[src/rtl/rv_fetch_unit_if.sv]
// Signal bundle for rv_fetch_unit: imem request/response, redirect strobe,
// decode handshake, plus read-only debug taps of the fetch unit's internal state.
interface rv_fetch_unit_if #(
  parameter int XLEN = 32
);
  // Handshakes: a transfer happens in any cycle where valid && ready are both
  // high at the rising edge. Once valid is raised, payload is held stable until
  // the transfer. The imem response channel has no ready and is always consumed.
  logic            ImemReqValid;
  logic            ImemReqReady;
  logic [XLEN-1:0] ImemReqAddr;
  logic            ImemRspValid;
  logic [31:0]     ImemRspData;
  logic            RedirectValid;
  logic [XLEN-1:0] RedirectPc;
  logic            InstrValid;
  logic            InstrReady;
  logic [31:0]     Instr;
  logic [XLEN-1:0] InstrPc;
  logic            InstrFault;
  logic [7:0]      DbgOutCnt;
  logic [7:0]      DbgDropCnt;
  logic            DbgHalted;
  logic [1:0]      DbgState;

  modport master (
    output ImemReqValid, ImemReqAddr, InstrValid, Instr, InstrPc, InstrFault,
           DbgOutCnt, DbgDropCnt, DbgHalted, DbgState,
    input  ImemReqReady, ImemRspValid, ImemRspData, RedirectValid, RedirectPc,
           InstrReady
  );

  modport slave (
    input  ImemReqValid, ImemReqAddr, InstrValid, Instr, InstrPc, InstrFault,
           DbgOutCnt, DbgDropCnt, DbgHalted, DbgState,
    output ImemReqReady, ImemRspValid, ImemRspData, RedirectValid, RedirectPc,
           InstrReady
  );
endinterface

[src/rtl/rv_fetch_unit.sv]
// RV32I instruction fetch unit: credit-limited imem requests, prefetch FIFO, redirect flush.
// Optional misaligned-redirect trap enabled by defining FETCH_MISALIGN_TRAP_EN.
module rv_fetch_unit #(
  parameter int              XLEN            = 32,
  parameter int              FIFO_DEPTH      = 4,
  parameter int              MAX_OUTSTANDING = 2,
  parameter logic [XLEN-1:0] RESET_PC        = '0
) (
  input logic             Clk,
  input logic             Reset,
  rv_fetch_unit_if.master bus
);
  localparam int PTR_W = $clog2(FIFO_DEPTH);
  localparam int CNT_W = $clog2(FIFO_DEPTH + 1);
  localparam logic [CNT_W-1:0] MAX_OUT   = CNT_W'(MAX_OUTSTANDING);
  localparam logic [CNT_W:0]   DEPTH_SUM = (CNT_W+1)'(FIFO_DEPTH);
  localparam logic [CNT_W-1:0] CNT_ONE   = CNT_W'(1);
  localparam logic [PTR_W-1:0] PTR_ONE   = PTR_W'(1);
  localparam logic [XLEN-1:0]  PC_STEP   = XLEN'(4);

  // Halt FSM: ST_FAULT waits for stale responses to drain before pushing the marker.
  localparam logic [1:0] ST_RUN   = 2'd0;
  localparam logic [1:0] ST_FAULT = 2'd1;
  localparam logic [1:0] ST_HALT  = 2'd2;

  logic [XLEN-1:0]  fetch_pc_q, fetch_pc_d;
  logic [XLEN-1:0]  rsp_pc_q, rsp_pc_d;
  logic [CNT_W-1:0] out_cnt_q, out_cnt_d;
  logic [CNT_W-1:0] drop_cnt_q, drop_cnt_d;
  logic [CNT_W-1:0] fifo_cnt_q, fifo_cnt_d;
  logic [PTR_W-1:0] rd_ptr_q, rd_ptr_d;
  logic [PTR_W-1:0] wr_ptr_q, wr_ptr_d;
  logic [1:0]       state_q, state_d;

  logic [31:0]      fifo_instr_q [FIFO_DEPTH];
  logic [XLEN-1:0]  fifo_pc_q    [FIFO_DEPTH];

  logic [XLEN-1:0]  redirect_pc;
  logic             redirect_misaligned;
  logic             redirect;
  logic             halted;
  logic [CNT_W:0]   credit_sum;
  logic             req_valid;
  logic             req_fire;
  logic             rsp_valid;
  logic             rsp_keep;
  logic             rsp_drop;
  logic             fault_push;
  logic             push;
  logic             pop;
  logic             head_valid;

`ifdef FETCH_MISALIGN_TRAP_EN
  logic             fifo_fault_q [FIFO_DEPTH];
  assign redirect_pc         = bus.RedirectPc;
  assign redirect_misaligned = |bus.RedirectPc[1:0];
`else
  logic             unused_redirect_lsb;
  assign unused_redirect_lsb = ^bus.RedirectPc[1:0];
  assign redirect_pc         = {bus.RedirectPc[XLEN-1:2], 2'b00};
  assign redirect_misaligned = 1'b0;
`endif

  assign redirect   = bus.RedirectValid;
  assign halted     = (state_q != ST_RUN);
  assign rsp_valid  = bus.ImemRspValid;
  assign head_valid = (fifo_cnt_q != '0);

  // FIFO space is reserved at request time, so an accepted response always fits.
  assign credit_sum = {1'b0, out_cnt_q} + {1'b0, fifo_cnt_q};
  assign req_valid  = !Reset && !halted && !redirect &&
                      (out_cnt_q < MAX_OUT) && (credit_sum < DEPTH_SUM);
  assign req_fire   = req_valid && bus.ImemReqReady;

  assign rsp_keep   = rsp_valid && (drop_cnt_q == '0);
  assign rsp_drop   = rsp_valid && (drop_cnt_q != '0);
  assign fault_push = (state_q == ST_FAULT) && (drop_cnt_q == '0) && !redirect;
  assign push       = !redirect && (rsp_keep || fault_push);
  assign pop        = !redirect && head_valid && bus.InstrReady;

  always_comb begin
    fetch_pc_d = fetch_pc_q;
    rsp_pc_d   = rsp_pc_q;
    out_cnt_d  = out_cnt_q;
    drop_cnt_d = drop_cnt_q;
    fifo_cnt_d = fifo_cnt_q;
    rd_ptr_d   = rd_ptr_q;
    wr_ptr_d   = wr_ptr_q;
    state_d    = state_q;

    if (redirect) begin
      // Everything still in flight is stale; the response arriving now is already gone.
      fetch_pc_d = redirect_pc;
      rsp_pc_d   = redirect_pc;
      out_cnt_d  = rsp_valid ? (out_cnt_q - CNT_ONE) : out_cnt_q;
      drop_cnt_d = rsp_valid ? (out_cnt_q - CNT_ONE) : out_cnt_q;
      fifo_cnt_d = '0;
      rd_ptr_d   = '0;
      wr_ptr_d   = '0;
      state_d    = redirect_misaligned ? ST_FAULT : ST_RUN;
    end else begin
      if (req_fire) fetch_pc_d = fetch_pc_q + PC_STEP;
      if (rsp_keep) rsp_pc_d = rsp_pc_q + PC_STEP;

      if (req_fire && !rsp_valid) begin
        out_cnt_d = out_cnt_q + CNT_ONE;
      end else if (!req_fire && rsp_valid) begin
        out_cnt_d = out_cnt_q - CNT_ONE;
      end

      if (rsp_drop) drop_cnt_d = drop_cnt_q - CNT_ONE;

      if (push) wr_ptr_d = wr_ptr_q + PTR_ONE;
      if (pop)  rd_ptr_d = rd_ptr_q + PTR_ONE;
      if (push && !pop) begin
        fifo_cnt_d = fifo_cnt_q + CNT_ONE;
      end else if (!push && pop) begin
        fifo_cnt_d = fifo_cnt_q - CNT_ONE;
      end

      if (fault_push) state_d = ST_HALT;
    end
  end

  always_ff @(posedge Clk) begin
    if (Reset) begin
      fetch_pc_q <= RESET_PC;
      rsp_pc_q   <= RESET_PC;
      out_cnt_q  <= '0;
      drop_cnt_q <= '0;
      fifo_cnt_q <= '0;
      rd_ptr_q   <= '0;
      wr_ptr_q   <= '0;
      state_q    <= ST_RUN;
    end else begin
      fetch_pc_q <= fetch_pc_d;
      rsp_pc_q   <= rsp_pc_d;
      out_cnt_q  <= out_cnt_d;
      drop_cnt_q <= drop_cnt_d;
      fifo_cnt_q <= fifo_cnt_d;
      rd_ptr_q   <= rd_ptr_d;
      wr_ptr_q   <= wr_ptr_d;
      state_q    <= state_d;
    end
  end

  // Storage needs no reset: occupancy is tracked by fifo_cnt_q and outputs are gated.
  always_ff @(posedge Clk) begin
    if (push) begin
      fifo_instr_q[wr_ptr_q] <= fault_push ? 32'h0 : bus.ImemRspData;
      fifo_pc_q[wr_ptr_q]    <= rsp_pc_q;
`ifdef FETCH_MISALIGN_TRAP_EN
      fifo_fault_q[wr_ptr_q] <= fault_push;
`endif
    end
  end

  assign bus.ImemReqValid = req_valid;
  assign bus.ImemReqAddr  = fetch_pc_q;
  assign bus.InstrValid   = head_valid;
  assign bus.Instr        = head_valid ? fifo_instr_q[rd_ptr_q] : 32'h0;
  assign bus.InstrPc      = head_valid ? fifo_pc_q[rd_ptr_q] : '0;
`ifdef FETCH_MISALIGN_TRAP_EN
  assign bus.InstrFault   = head_valid && fifo_fault_q[rd_ptr_q];
`else
  assign bus.InstrFault   = 1'b0;
`endif

  assign bus.DbgOutCnt    = 8'(out_cnt_q);
  assign bus.DbgDropCnt   = 8'(drop_cnt_q);
  assign bus.DbgHalted    = halted;
  assign bus.DbgState     = state_q;
endmodule

[src/flat_wrapper.sv]
// flat-port wrapper written by rule: the top's interface ports become plain ports
module rv_fetch_unit_flat 
#(
  parameter int              XLEN            = 32,
  parameter int              FIFO_DEPTH      = 4,
  parameter int              MAX_OUTSTANDING = 2,
  parameter logic [XLEN-1:0] RESET_PC        = '0
)
  (Clk, Reset, bus_ImemReqValid, bus_ImemReqAddr, bus_InstrValid, bus_Instr, bus_InstrPc, bus_InstrFault, bus_DbgOutCnt, bus_DbgDropCnt, bus_DbgHalted, bus_DbgState, bus_ImemReqReady, bus_ImemRspValid, bus_ImemRspData, bus_RedirectValid, bus_RedirectPc, bus_InstrReady);
  rv_fetch_unit_if #(.XLEN(XLEN)) bus_i ();
  input logic Clk;
  input logic Reset;
  output wire logic [$bits(bus_i.ImemReqValid)-1:0] bus_ImemReqValid;
  output wire logic [$bits(bus_i.ImemReqAddr)-1:0] bus_ImemReqAddr;
  output wire logic [$bits(bus_i.InstrValid)-1:0] bus_InstrValid;
  output wire logic [$bits(bus_i.Instr)-1:0] bus_Instr;
  output wire logic [$bits(bus_i.InstrPc)-1:0] bus_InstrPc;
  output wire logic [$bits(bus_i.InstrFault)-1:0] bus_InstrFault;
  output wire logic [$bits(bus_i.DbgOutCnt)-1:0] bus_DbgOutCnt;
  output wire logic [$bits(bus_i.DbgDropCnt)-1:0] bus_DbgDropCnt;
  output wire logic [$bits(bus_i.DbgHalted)-1:0] bus_DbgHalted;
  output wire logic [$bits(bus_i.DbgState)-1:0] bus_DbgState;
  input wire logic [$bits(bus_i.ImemReqReady)-1:0] bus_ImemReqReady;
  input wire logic [$bits(bus_i.ImemRspValid)-1:0] bus_ImemRspValid;
  input wire logic [$bits(bus_i.ImemRspData)-1:0] bus_ImemRspData;
  input wire logic [$bits(bus_i.RedirectValid)-1:0] bus_RedirectValid;
  input wire logic [$bits(bus_i.RedirectPc)-1:0] bus_RedirectPc;
  input wire logic [$bits(bus_i.InstrReady)-1:0] bus_InstrReady;
  assign bus_ImemReqValid = bus_i.ImemReqValid;
  assign bus_ImemReqAddr = bus_i.ImemReqAddr;
  assign bus_InstrValid = bus_i.InstrValid;
  assign bus_Instr = bus_i.Instr;
  assign bus_InstrPc = bus_i.InstrPc;
  assign bus_InstrFault = bus_i.InstrFault;
  assign bus_DbgOutCnt = bus_i.DbgOutCnt;
  assign bus_DbgDropCnt = bus_i.DbgDropCnt;
  assign bus_DbgHalted = bus_i.DbgHalted;
  assign bus_DbgState = bus_i.DbgState;
  assign bus_i.ImemReqReady = bus_ImemReqReady;
  assign bus_i.ImemRspValid = bus_ImemRspValid;
  assign bus_i.ImemRspData = bus_ImemRspData;
  assign bus_i.RedirectValid = bus_RedirectValid;
  assign bus_i.RedirectPc = bus_RedirectPc;
  assign bus_i.InstrReady = bus_InstrReady;
  rv_fetch_unit #(.XLEN(XLEN), .FIFO_DEPTH(FIFO_DEPTH), .MAX_OUTSTANDING(MAX_OUTSTANDING), .RESET_PC(RESET_PC)) u_core (.Clk(Clk), .Reset(Reset), .bus(bus_i));
endmodule
[config.mk]
export PLATFORM = sky130hd
export DESIGN_NAME = rv_fetch_unit_flat
export DESIGN_NICKNAME = d
export VERILOG_FILES = /design/src/rtl/rv_fetch_unit_if.sv /design/src/rtl/rv_fetch_unit.sv /design/src/flat_wrapper.sv
export SDC_FILE = /design/constraint.sdc
export NUM_CORES = 1
export LEC_CHECK = 0
export ABC_CLOCK_PERIOD_IN_PS = 8700
export CAP_MARGIN = 20
export CORE_UTILIZATION = 30
export CTS_CLUSTER_DIAMETER = 100
export CTS_CLUSTER_SIZE = 20
export DETAILED_ROUTE_END_ITERATION = 7
export GPL_TIMING_DRIVEN = 0
export PLACE_DENSITY_LB_ADDON = 0.05
export REMOVE_ABC_BUFFERS = 1
export SLEW_MARGIN = 20
export SYNTH_ARGS = -nofsm -noshare
export SYNTH_HDL_FRONTEND = slang
export SYNTH_SLANG_ARGS = --single-unit
[constraint.sdc]
create_clock -name Clk -period 8.7 [get_ports Clk]
set_clock_uncertainty 0.15 [all_clocks]
set_input_delay 2.175 -clock Clk [delete_from_list [all_inputs] [get_ports Clk]]
set_output_delay 2.175 -clock Clk [all_outputs]
set_load 0.005 [all_outputs]
==> flow_summary.json, run 1 <==
{
  "status": "completed",
  "netlist.area_leader.share_pct": 54.3,
  "die_w_um": 216,
  "stdcell_count": 1691,
  "reg2reg_depth": 6,
  "ctsHtreeMaxLevel": 1,
  "track_usage_pct": 15.3,
  "drt-vias-per-instance": 4.83,
  "async_flop_share_pct": 0,
  "clock-root-buffer": "clkbuf_16",
  "ant_nets": 0,
  "wl_per_cell_um": 20.9,
  "dieArea_um2": 46600,
  "core_area_um2": 44600,
  "synth-seq-cells": 323,
  "layout_common_cells": "edfxtp_1, clkdlybuf4s50_1, dfxtp_1, and2_1, mux4_2",
  "slew_headroom_pct": 31.2,
  "ys_types": 56,
  "crit_type": "primary input to output pin",
  "cap_violations": 0,
  "post-route-min-period_ns": 5.93,
  "hpwl_um": 22400,
  "crit_fanout": 29,
  "min_from": "u_core.fifo_cnt_q[2]",
  "portBuffers": 167,
  "synth-simple-area-share_pct": 11.3,
  "holdPathStages": 2,
  "crit_path_start_kind": "primary input",
  "critPathRequiredTime_ns": 6.38,
  "synth_compound_area_share_pct": 5.77,
  "synth_mux_area_share_pct": 10.5,
  "p_total_w": 0.00303,
  "start_util_pct": 30.7,
  "fin_area_um2": 16700,
  "ctsHoldBuffers": 0,
  "synth_top_family_by_area": "simple AND/OR/NAND/NOR gates",
  "min_period_over_period_pct": 68.2,
  "rows": 77,
  "min_to": "u_core.fifo_cnt_q[2]",
  "synth_edf_count": 248,
  "die_h_um": 216,
  "post_cts_buffers": 0,
  "ios": 188,
  "drive_gt1_share_pct": 10.9,
  "place_inst": 1654,
  "end_kind": "output pin",
  "r2r_end": "u_core.bus.ImemReqAddr[31]",
  "reg2reg_from": "u_core.out_cnt_q[2]",
  "vias": 8174,
  "synthTopCellsByArea": "edfxtp_1, dfxtp_1, mux4_2",
  "ys_warn_count": 0,
  "cts_tree": "done",
  "fillCellCount": 4311,
  "rsz0062_at_grt": "no",
  "synth_fa_ha_area_share_pct": 1.33,
  "hold_viol": 0,
  "synth-xor-area-share_pct": 2.55,
  "clkTransAtPathRegs_ns": 0.08,
  "overflow": 0,
  "clk_latency_ns": 0.54,
  "gp_congestion": 0.732,
  "ys.flop_type": "edfxtp_1",
  "slew_viol_final": 0,
  "grt_max_degree": 69,
  "ff_latch_area_um2": 8960,
  "synth-seq-area-share_pct": 65.3,
  "yosysTopAreaCell": "edfxtp_1",
  "synthCells": 935,
  "rrSetupSlack_ns": 5.49,
  "cts.path.max_buffers": 3,
  "placedInstanceArea_um2": 16100,
  "clock.fmax_mhz": 169,
  "first_pass_iters": 6,
  "antenna_found_initial": 1,
  "layout_commonest_cell": "edfxtp_1",
  "drc": 0,
  "ir_worst_vdd_v": 0.000145,
  "grt_pass1_wl_um": 54100,
  "numClockSinks": 323,
  "dr.first_iter.drc_count": 482,
  "power_density_nw_per_um2": 181,
  "fin_setup_tns_ns": 0,
  "avgSynthCellArea_um2": 14.7,
  "hp-class": "register to register",
  "final-setup-viol-count": 0,
  "grt_pass1_vias": 8422,
  "final_net_count": 1168,
  "cts_buffers": 20,
  "cts_repair_resize_count": 0,
  "crit_arrival_ns": 3.61,
  "p_leak_nw": 5.35,
  "syn-cell-area_um2": 13700,
  "worstMarginPinSlew_ns": 1.03,
  "syn_to_final_growth_pct": 21.8,
  "wl_um": 35400,
  "multiInputGateArea_um2": 4390
}
[layer usage]
| metal | vias up | track usage [%] | routed length, um |
|---|---|---|---|
| met4 | 0 | 3.48 | 534 |
| li1 | 3828 | - | - |
| met5 | - | 0 | 0 |
| met2 | 153 | 24.3 | 16500 |
| met3 | 34 | 3.06 | 1740 |
| met1 | 4159 | 21.4 | 16700 |
[synth_stat cells (10+ instances only)]
cell / count
buf_2: 14
ha_1: 13
nand3_1: 21
xnor2_1: 13
or3_1: 11
nand4_1: 26
nor2_1: 44
buf_4: 20
a31oi_1: 17
o21ai_0: 13
inv_1: 26
edfxtp_1: 248
and2_1: 69
clkbuf_1: 32
mux4_2: 62
xor2_1: 27
and3_1: 16
a21boi_0: 13
dfxtp_1: 75
a21oi_1: 31
o211ai_1: 10
nor3_1: 10
a211oi_1: 15
nand2_1: 47
[flip-flops by register name (all words and copies together), names as in the netlist, named ones only]
register	count
u_core.fifo_instr_q	128
u_core.fifo_pc_q	120
u_core.bus.ImemReqAddr	30
u_core.rsp_pc_q	30
u_core.drop_cnt_q	3
u_core.fifo_cnt_q	3
u_core.out_cnt_q	3
u_core.rd_ptr_q	2
u_core.wr_ptr_q	2
[worst max path at each step]
stage | startpoint | end | slack [ns] | cells past startpoint
final | bus_RedirectValid | bus_ImemReqValid | 2.77 | 5
after CTS | bus_RedirectValid | bus_ImemReqValid | 2.75 | 5
after detailed placement | bus_RedirectValid | bus_ImemReqValid | 2.75 | 5
after global placement | bus_RedirectValid | u_core.fifo_pc_q[0][31] | 0.52 | 3
after global routing | bus_RedirectValid | bus_ImemReqValid | 2.65 | 5
after floorplan | register | bus_InstrPc[10] | 2.91 | 2
[cell families (layout without fill, tap and decap cells)]
logic type      count (synthesis)  count (layout)
simple gates                  275             275
mux                            66              66
compound gates                120             120
fa+ha+maj                      14              14
other cells                     1              19
buf+inv                        96             242
xor+xnor                       40              40
flops                         323             323
[final cells by class]
| class | count | share of cell area [%] |
|---|---|---|
| antenna | 1 | 0.0150 |
| clock buffer | 33 | 3.42 |
| clock inverter | 3 | 0.142 |
| inverter | 26 | 0.599 |
| multi-input combinational | 533 | 26.3 |
| sequential | 323 | 53.6 |
| tap | 592 | 4.43 |
| timing repair buffer | 180 | 11.5 |
[worst max-delay path, cell delays in order]
cell and delay [ns]:
buf_2 0.21, buf_12 0.22, nor4_4 0.24, and3_1 0.24, clkdlybuf4s50_1 0.52
[metrics by stage]
| step | worst slack, ns | util [%] | hold WS [ns] |
|---|---|---|---|
| 6_report | 2.77 | 37.4 | 0.380 |
| 2_1_floorplan | 2.91 | - | 0.320 |
| 3_3_place_gp | 0.523 | 35.5 | 0.350 |
| 4_1_cts | 2.75 | 37.4 | 0.389 |
| 3_5_place_dp | 2.75 | 36.1 | 0.375 |
| 5_1_grt | 2.65 | 37.4 | 0.426 |
[where the power goes]
group / leakage, nW / internal [W] / switching, W
combinational: 2.19 / 0.000161 / 0.000141
clock: 0.277 / 0.000455 / 0.000521
sequential: 2.88 / 0.00171 / 0.0000477
total: 5.35 / 0.00232 / 0.000710
(Power assumes the default switching activity.)
==> run 2, diff against run 1 <==
--- a/config.mk
+++ b/config.mk
@@ -5,7 +5,7 @@
 export SDC_FILE = /design/constraint.sdc
 export NUM_CORES = 1
 export LEC_CHECK = 0
-export ABC_CLOCK_PERIOD_IN_PS = 8700
+export ABC_CLOCK_PERIOD_IN_PS = 4900
 export CAP_MARGIN = 20
 export CORE_UTILIZATION = 30
 export CTS_CLUSTER_DIAMETER = 100
==> constraint.sdc (replaced) <==
create_clock -name Clk -period 4.9 [get_ports Clk]
set_clock_uncertainty 0.15 [all_clocks]
set_input_delay 1.225 -clock Clk [delete_from_list [all_inputs] [get_ports Clk]]
set_output_delay 1.225 -clock Clk [all_outputs]
set_load 0.005 [all_outputs]
==> results of run 2 <==
Same layout as run 1 (identical final DEF). Status: completed.
Main changes from that run: setup slack after placement 2.75 ns -> 0.346 ns; setup slack after layout 2.77 ns -> 0.867 ns; register-to-register setup slack 5.49 ns -> 1.69 ns; total power 0.00303 W -> 0.00538 W; worst IR drop on VDD 0.000145 V -> 0.000258 V
